**config.mk**
```make
export PLATFORM = sky130hd
export DESIGN_NAME = apb_cmd_master_flat
export DESIGN_NICKNAME = d
export VERILOG_FILES = /design/src/rtl/apb_cmd_master_if.sv /design/src/rtl/apb_cmd_master.sv /design/src/flat_wrapper.sv
export SDC_FILE = /design/constraint.sdc
export NUM_CORES = 1
export LEC_CHECK = 0
export ABC_CLOCK_PERIOD_IN_PS = 4970
export BUFFER_PORTS_ARGS = -buffer_cell sky130_fd_sc_hd__buf_2
export CAP_MARGIN = 20
export CELL_PAD_IN_SITES_DETAIL_PLACEMENT = 1
export CELL_PAD_IN_SITES_GLOBAL_PLACEMENT = 1
export CORE_MARGIN = 5
export CORE_UTILIZATION = 36
export DETAILED_ROUTE_END_ITERATION = 8
export GPL_ROUTABILITY_DRIVEN = 0
export PLACE_DENSITY_LB_ADDON = 0.1
export SYNTH_ARGS = -nofsm -noshare
export SYNTH_HDL_FRONTEND = slang
export SYNTH_SLANG_ARGS = --single-unit
```
**constraint.sdc**
```tcl
create_clock -name P_clk -period 4.97 [get_ports P_clk]
set_input_delay 1.2425 -clock P_clk [delete_from_list [all_inputs] [get_ports P_clk]]
set_output_delay 1.2425 -clock P_clk [all_outputs]
set_load 0.1 [all_outputs]
```
**src/rtl/apb_cmd_master_if.sv**
```systemverilog
// Command/response port plus APB bus signals of apb_cmd_master, grouped so the
// master and the slave-side environment share one bundle.
interface apb_cmd_master_if #(
    parameter int ADDR_W = 32,
    parameter int DATA_W = 32
);
    localparam int STRB_W = DATA_W / 8;

    // Command port
    logic              cmd_valid;
    logic              cmd_ready;
    logic              cmd_write;
    logic [ADDR_W-1:0] cmd_addr;
    logic [DATA_W-1:0] cmd_wdata;
    logic [STRB_W-1:0] cmd_strb;

    // Response port
    logic              rsp_valid;
    logic [DATA_W-1:0] rsp_rdata;
    logic              rsp_err;
    logic              rsp_timeout;

    // APB bus
    logic              P_selx;
    logic              P_enable;
    logic [ADDR_W-1:0] P_addr;
    logic              P_write;
    logic [DATA_W-1:0] P_wdata;
    logic [STRB_W-1:0] P_strb;
    logic [DATA_W-1:0] P_rdata;
    logic              P_ready;
    logic              P_slverr;

    modport master (
        input  cmd_valid, cmd_write, cmd_addr, cmd_wdata, cmd_strb,
        output cmd_ready,
        output rsp_valid, rsp_rdata, rsp_err, rsp_timeout,
        output P_selx, P_enable, P_addr, P_write, P_wdata, P_strb,
        input  P_rdata, P_ready, P_slverr
    );

    modport slave (
        output cmd_valid, cmd_write, cmd_addr, cmd_wdata, cmd_strb,
        input  cmd_ready,
        input  rsp_valid, rsp_rdata, rsp_err, rsp_timeout,
        input  P_selx, P_enable, P_addr, P_write, P_wdata, P_strb,
        output P_rdata, P_ready, P_slverr
    );
endinterface

```
**src/rtl/apb_cmd_master.sv**
```systemverilog
// APB master fed by a valid/ready command port; runs SETUP/ACCESS with wait
// states, PSLVERR capture and an optional wait-state timeout, then pulses a response.
module apb_cmd_master #(
    parameter int ADDR_W  = 32,
    parameter int DATA_W  = 32,
    parameter int TIMEOUT = 16,
    parameter int CNT_W   = 8
) (
    input logic              P_clk,
    input logic              P_rst,
    apb_cmd_master_if.master bus
);
    localparam int STRB_W = DATA_W / 8;
    localparam logic [CNT_W-1:0] CNT_LAST = (TIMEOUT > 0) ? CNT_W'(TIMEOUT - 1) : '0;
    localparam bit TIMEOUT_EN = (TIMEOUT > 0);

    typedef enum logic [1:0] {
        ST_IDLE   = 2'd0,
        ST_SETUP  = 2'd1,
        ST_ACCESS = 2'd2
    } state_t;

    state_t            state_q, state_d;
    logic              psel_q, psel_d;
    logic              penable_q, penable_d;
    logic [ADDR_W-1:0] paddr_q, paddr_d;
    logic              pwrite_q, pwrite_d;
    logic [DATA_W-1:0] pwdata_q, pwdata_d;
    logic [STRB_W-1:0] pstrb_q, pstrb_d;
    logic [CNT_W-1:0]  cnt_q, cnt_d;
    logic              rsp_valid_q, rsp_valid_d;
    logic [DATA_W-1:0] rsp_rdata_q, rsp_rdata_d;
    logic              rsp_err_q, rsp_err_d;
    logic              rsp_timeout_q, rsp_timeout_d;

    logic cmd_ready;
    logic accept;
    logic load;

    // A new command may enter while idle or in the same cycle the slave completes.
    assign cmd_ready = (state_q == ST_IDLE) || ((state_q == ST_ACCESS) && bus.P_ready);
    assign accept    = bus.cmd_valid && cmd_ready;

    always_comb begin
        // NOTE: every next-state signal gets a default first so no path leaves it unassigned (no latches).
        state_d       = state_q;
        psel_d        = psel_q;
        penable_d     = penable_q;
        paddr_d       = paddr_q;
        pwrite_d      = pwrite_q;
        pwdata_d      = pwdata_q;
        pstrb_d       = pstrb_q;
        cnt_d         = cnt_q;
        rsp_valid_d   = 1'b0;
        rsp_rdata_d   = rsp_rdata_q;
        rsp_err_d     = rsp_err_q;
        rsp_timeout_d = rsp_timeout_q;
        load          = 1'b0;

        unique case (state_q)
            ST_IDLE: begin
                load = accept;
            end
            ST_SETUP: begin
                state_d   = ST_ACCESS;
                penable_d = 1'b1;
                cnt_d     = '0;
            end
            ST_ACCESS: begin
                if (bus.P_ready) begin
                    rsp_valid_d   = 1'b1;
                    rsp_err_d     = bus.P_slverr;
                    rsp_rdata_d   = pwrite_q ? '0 : bus.P_rdata;
                    rsp_timeout_d = 1'b0;
                    if (accept) begin
                        load = 1'b1;
                    end else begin
                        state_d   = ST_IDLE;
                        psel_d    = 1'b0;
                        penable_d = 1'b0;
                    end
                end else if (TIMEOUT_EN && (cnt_q == CNT_LAST)) begin
                    state_d       = ST_IDLE;
                    psel_d        = 1'b0;
                    penable_d     = 1'b0;
                    rsp_valid_d   = 1'b1;
                    rsp_err_d     = 1'b1;
                    rsp_timeout_d = 1'b1;
                    rsp_rdata_d   = '0;
                end else begin
                    cnt_d = cnt_q + 1'b1;
                end
            end
            default: begin
                state_d   = ST_IDLE;
                psel_d    = 1'b0;
                penable_d = 1'b0;
            end
        endcase

        // Capture the command; reads never present byte strobes on the bus.
        if (load) begin
            state_d   = ST_SETUP;
            psel_d    = 1'b1;
            penable_d = 1'b0;
            paddr_d   = bus.cmd_addr;
            pwrite_d  = bus.cmd_write;
            pwdata_d  = bus.cmd_wdata;
            pstrb_d   = bus.cmd_write ? bus.cmd_strb : '0;
        end
    end

    // NOTE: state registers use non-blocking assignments so all flops update from pre-edge values.
    always_ff @(posedge P_clk or posedge P_rst) begin
        if (P_rst) begin
            state_q       <= ST_IDLE;
            psel_q        <= 1'b0;
            penable_q     <= 1'b0;
            paddr_q       <= '0;
            pwrite_q      <= 1'b0;
            pwdata_q      <= '0;
            pstrb_q       <= '0;
            cnt_q         <= '0;
            rsp_valid_q   <= 1'b0;
            rsp_rdata_q   <= '0;
            rsp_err_q     <= 1'b0;
            rsp_timeout_q <= 1'b0;
        end else begin
            state_q       <= state_d;
            psel_q        <= psel_d;
            penable_q     <= penable_d;
            paddr_q       <= paddr_d;
            pwrite_q      <= pwrite_d;
            pwdata_q      <= pwdata_d;
            pstrb_q       <= pstrb_d;
            cnt_q         <= cnt_d;
            rsp_valid_q   <= rsp_valid_d;
            rsp_rdata_q   <= rsp_rdata_d;
            rsp_err_q     <= rsp_err_d;
            rsp_timeout_q <= rsp_timeout_d;
        end
    end

    assign bus.cmd_ready   = cmd_ready;
    assign bus.P_selx      = psel_q;
    assign bus.P_enable    = penable_q;
    assign bus.P_addr      = paddr_q;
    assign bus.P_write     = pwrite_q;
    assign bus.P_wdata     = pwdata_q;
    assign bus.P_strb      = pstrb_q;
    assign bus.rsp_valid   = rsp_valid_q;
    assign bus.rsp_rdata   = rsp_rdata_q;
    assign bus.rsp_err     = rsp_err_q;
    assign bus.rsp_timeout = rsp_timeout_q;
endmodule

```
**src/flat_wrapper.sv**
```systemverilog
// flat-port wrapper written by rule: the top's interface ports become plain ports
module apb_cmd_master_flat 
#(
    parameter int ADDR_W  = 32,
    parameter int DATA_W  = 32,
    parameter int TIMEOUT = 16,
    parameter int CNT_W   = 8
)
  (P_clk, P_rst, bus_cmd_valid, bus_cmd_write, bus_cmd_addr, bus_cmd_wdata, bus_cmd_strb, bus_cmd_ready, bus_rsp_valid, bus_rsp_rdata, bus_rsp_err, bus_rsp_timeout, bus_P_selx, bus_P_enable, bus_P_addr, bus_P_write, bus_P_wdata, bus_P_strb, bus_P_rdata, bus_P_ready, bus_P_slverr);
  apb_cmd_master_if #(.ADDR_W(ADDR_W), .DATA_W(DATA_W)) bus_i ();
  input logic P_clk;
  input logic P_rst;
  input wire logic [$bits(bus_i.cmd_valid)-1:0] bus_cmd_valid;
  input wire logic [$bits(bus_i.cmd_write)-1:0] bus_cmd_write;
  input wire logic [$bits(bus_i.cmd_addr)-1:0] bus_cmd_addr;
  input wire logic [$bits(bus_i.cmd_wdata)-1:0] bus_cmd_wdata;
  input wire logic [$bits(bus_i.cmd_strb)-1:0] bus_cmd_strb;
  output wire logic [$bits(bus_i.cmd_ready)-1:0] bus_cmd_ready;
  output wire logic [$bits(bus_i.rsp_valid)-1:0] bus_rsp_valid;
  output wire logic [$bits(bus_i.rsp_rdata)-1:0] bus_rsp_rdata;
  output wire logic [$bits(bus_i.rsp_err)-1:0] bus_rsp_err;
  output wire logic [$bits(bus_i.rsp_timeout)-1:0] bus_rsp_timeout;
  output wire logic [$bits(bus_i.P_selx)-1:0] bus_P_selx;
  output wire logic [$bits(bus_i.P_enable)-1:0] bus_P_enable;
  output wire logic [$bits(bus_i.P_addr)-1:0] bus_P_addr;
  output wire logic [$bits(bus_i.P_write)-1:0] bus_P_write;
  output wire logic [$bits(bus_i.P_wdata)-1:0] bus_P_wdata;
  output wire logic [$bits(bus_i.P_strb)-1:0] bus_P_strb;
  input wire logic [$bits(bus_i.P_rdata)-1:0] bus_P_rdata;
  input wire logic [$bits(bus_i.P_ready)-1:0] bus_P_ready;
  input wire logic [$bits(bus_i.P_slverr)-1:0] bus_P_slverr;
  assign bus_i.cmd_valid = bus_cmd_valid;
  assign bus_i.cmd_write = bus_cmd_write;
  assign bus_i.cmd_addr = bus_cmd_addr;
  assign bus_i.cmd_wdata = bus_cmd_wdata;
  assign bus_i.cmd_strb = bus_cmd_strb;
  assign bus_cmd_ready = bus_i.cmd_ready;
  assign bus_rsp_valid = bus_i.rsp_valid;
  assign bus_rsp_rdata = bus_i.rsp_rdata;
  assign bus_rsp_err = bus_i.rsp_err;
  assign bus_rsp_timeout = bus_i.rsp_timeout;
  assign bus_P_selx = bus_i.P_selx;
  assign bus_P_enable = bus_i.P_enable;
  assign bus_P_addr = bus_i.P_addr;
  assign bus_P_write = bus_i.P_write;
  assign bus_P_wdata = bus_i.P_wdata;
  assign bus_P_strb = bus_i.P_strb;
  assign bus_i.P_rdata = bus_P_rdata;
  assign bus_i.P_ready = bus_P_ready;
  assign bus_i.P_slverr = bus_P_slverr;
  apb_cmd_master #(.ADDR_W(ADDR_W), .DATA_W(DATA_W), .TIMEOUT(TIMEOUT), .CNT_W(CNT_W)) u_core (.P_clk(P_clk), .P_rst(P_rst), .bus(bus_i));
endmodule
```
==> impl_metrics.env <==
export IMPL_status="completed"
export IMPL_final_setup_tns_ps=0
export IMPL_syn_nets=442
export IMPL_crit_slowest_cell="buf_2"
export IMPL_pwr_share_comb_pct=49.7
export IMPL_power_switching_uw=2680
export IMPL_worst_pin_slew_ps=988
export IMPL_async_flop_share_pct=100
export IMPL_skew_ps=4.69
export IMPL_cts_tree="yes"
export IMPL_ctsHtreeMaxLevel=4
export IMPL_yosys_area_top_type_share_pct=60.9
export IMPL_synthSimpleGateAreaFrac_pct=8.97
export IMPL_cts_resized=0
export IMPL_worstSetupPathDepth=4
export IMPL_synth_top_flop_cell="dfrtp_1"
export IMPL_path_cells="buf_2, inv_1, a21oi_1, buf_2"
export IMPL_fin_area_um2=6540
export IMPL_grt_overflow_total=0
export IMPL_place_ws_ps=1520
export IMPL_seq_power_share_pct=26.1
export IMPL_hold_violations=0
export IMPL_slew_viol_final=0
export IMPL_dieArea_um2=15500
export IMPL_vias=3652
export IMPL_wl_per_cell_um=17.7
export IMPL_yosysTopAreaCell="dfrtp_1"
export IMPL_multiInputGateArea_um2=1710
export IMPL_cts_setup_buffers=0
export IMPL_dpl_cell_area_um2=5940
export IMPL_power_density_nw_per_um2=786
export IMPL_synthAdderAreaFrac_pct=0.265
export IMPL_clock_latency_ps=410
export IMPL_finalSetupViolCount=0
export IMPL_synth_mux_area_share_pct=17.2
export IMPL_cap_violations=0
export IMPL_syn_to_final_growth_pct=38.4
export IMPL_grt_max_degree=72
export IMPL_ys_types=41
export IMPL_fin_crit_ps=3430
export IMPL_grt_pass1_vias=4189
export IMPL_start_util_pct=37.2
export IMPL_min_path_type="reg -> reg"
export IMPL_vias_per_cell=4.96
export IMPL_crit_fanout=8
export IMPL_cp_top_family="buffers and inverters"
export IMPL_power_frac_clock_pct=24.2
export IMPL_path_clk_slew_ps=50
export IMPL_synth_top_family_by_area="multiplexers"
export IMPL_p_int_uw=2460
export IMPL_hpwl_mm=9.39
export IMPL_worstSetupPathType="in -> out"
export IMPL_grt_pass1_wl_mm=21.8
export IMPL_fin_crit_sh_pct=69.0
export IMPL_power_share_switching_pct=52.1
export IMPL_crit_top_cell="buf_2"
export IMPL_layout_setup_ws_ps=1540
export IMPL_fmax_mhz=292
export IMPL_yosys_top_cells_count="dfrtp_1, mux2_2, and2_1"
export IMPL_cts_buffers=17
export IMPL_synth_compound_area_share_pct=9.66
export IMPL_drt_pass1_iter_count=4
export IMPL_n_antenna_cell=0
export IMPL_synth_enable_flop_cells=0
export IMPL_cts_sinks=115
export IMPL_critical_path_required_ps=3730
export IMPL_ctsHoldBuffers=0
export IMPL_synth_area_leaders="dfrtp_1, mux2_2, a221o_1"
export IMPL_grtUsageTotal_pct=17.4
export IMPL_port_buffers=212
export IMPL_arrival_ps=2180
export IMPL_cts_max_path_buffers=2
export IMPL_antenna_found_initial=0
export IMPL_fillCellCount=1386
export IMPL_rows=41
export IMPL_drtIter0Drc=147
export IMPL_max_stage_delay_ps=460
export IMPL_max_slew_margin_pct=33.9
export IMPL_hold_depth=1
export IMPL_drive_above_1_share_pct=55.6
export IMPL_ys_warn_count=0
export IMPL_cts_root_buf="clkbuf_16"
export IMPL_wl_mm=13.0
export IMPL_cp_buffers_inverters=3
export IMPL_core_um2=12700
export IMPL_rsz0062_at_grt="no"
export IMPL_yosysMostFrequentCell="dfrtp_1"
export IMPL_seq_area_frac_synth_pct=60.9
export IMPL_syn_inst=335
export IMPL_rr_worst_depth=5
export IMPL_drc=0
export IMPL_synth_area_per_cell_um2=14.1
export IMPL_end_kind="primary output"
export IMPL_area_sequential_um2=2880
export IMPL_die_x_um=125
export IMPL_startpoint_type="primary input"
export IMPL_ios=213
export IMPL_ant_nets=0
export IMPL_peakVddDrop_v=0.000416
export IMPL_die_h_um=125
export IMPL_fin_nets=659
export IMPL_synth_area_um2=4730
export IMPL_ys_ff_latch=115
export IMPL_synth_xor_xnor_area_share_pct=0
export IMPL_p_leak_uw=0.00304
## registers in the layout, indices dropped and copies added, names as in the netlist
signal	flops
u_core.bus.rsp_rdata	32
u_core.bus.P_addr	32
u_core.bus.P_write	1
u_core.bus.rsp_timeout	1
u_core.state_q	2
u_core.bus.P_wdata	32
u_core.bus.P_strb	4
u_core.cnt_q	8
u_core.bus.P_selx	1
u_core.bus.rsp_err	1
u_core.bus.rsp_valid	1
## worst paths after layout
| kind | start | endpoint | slack, ps |
|---|---|---|---|
| max in group asynchronous | P_rst | u_core.cnt_q[1] | 3120 |
| worst max-delay path | bus_P_ready | bus_cmd_ready | 1540 |
| worst min-delay path | u_core.bus.P_addr[27] | u_core.bus.P_addr[27] | 480 |
| worst min register to register | u_core.bus.P_addr[27] | u_core.bus.P_addr[27] | 480 |
| min in group asynchronous | P_rst | u_core.bus.rsp_rdata[5] | 950 |
| worst max register to register | u_core.cnt_q[0] | u_core.bus.rsp_rdata[17] | 2830 |
## per-layer routing
layer  part of all wire (%)  track usage, %  wire length (µm)  up-vias
met1                     42            20.5              5440     1830
met3                    8.3            7.85              1080       17
li1                       -               -                 -     1664
met5                      0               0                 0        -
met4                    1.8            6.58               237        0
met2                     48            27.8              6250      141
## through the flow
stage	util [%]	total power, µW	cells	hold WS (ps)
finish	51.4	5150	737	479
CTS	51.4	5210	737	482
global route	51.4	5350	737	506
global placement	46.7	3890	705	462
detailed placement	46.7	3930	705	471
floorplan	-	3490	335	494
## cell usage in the layout (no fill, tap or decap), types with 3 or more instances in the layout
master,n
buf_2,212
dfrtp_1,115
mux2_2,57
and2_1,32
a221o_1,29
clkbuf_16,17
nand2_1,13
mux2_1,8
mux2i_1,8
inv_1,7
buf_4,6
clkinv_2,5
nand2b_1,4
a21oi_1,4
bufinv_16,4
clkbuf_1,4
nor3_1,3
a221o_2,3
## cell families after synthesis
kind of cell	after synthesis
compound gates	50
fa+ha+maj	1
buf+inv	28
flops	115
mux	73
simple gates	68
## cell type report
| class | count | area share, % |
|---|---|---|
| repair buffers | 218 | 16.9 |
| well taps | 172 | 3.29 |
| clock inverters | 11 | 2.45 |
| multi-input cells | 192 | 26.2 |
| inverters | 8 | 0.497 |
| clock buffers | 21 | 6.73 |
| flip-flops and latches | 115 | 44.0 |
## power groups by stage
| stage | clock network, µW | logic [µW] | registers, µW |
|---|---|---|---|
| 3_5_place_dp | 0 | 2580 | 1360 |
| 6_report | 1250 | 2560 | 1340 |
| 2_1_floorplan | 0 | 408 | 3080 |
| 3_3_place_gp | 0 | 2560 | 1340 |
| 4_1_cts | 1280 | 2580 | 1350 |
| 5_1_grt | 1320 | 2650 | 1380 |
(Power assumes the default switching activity.)
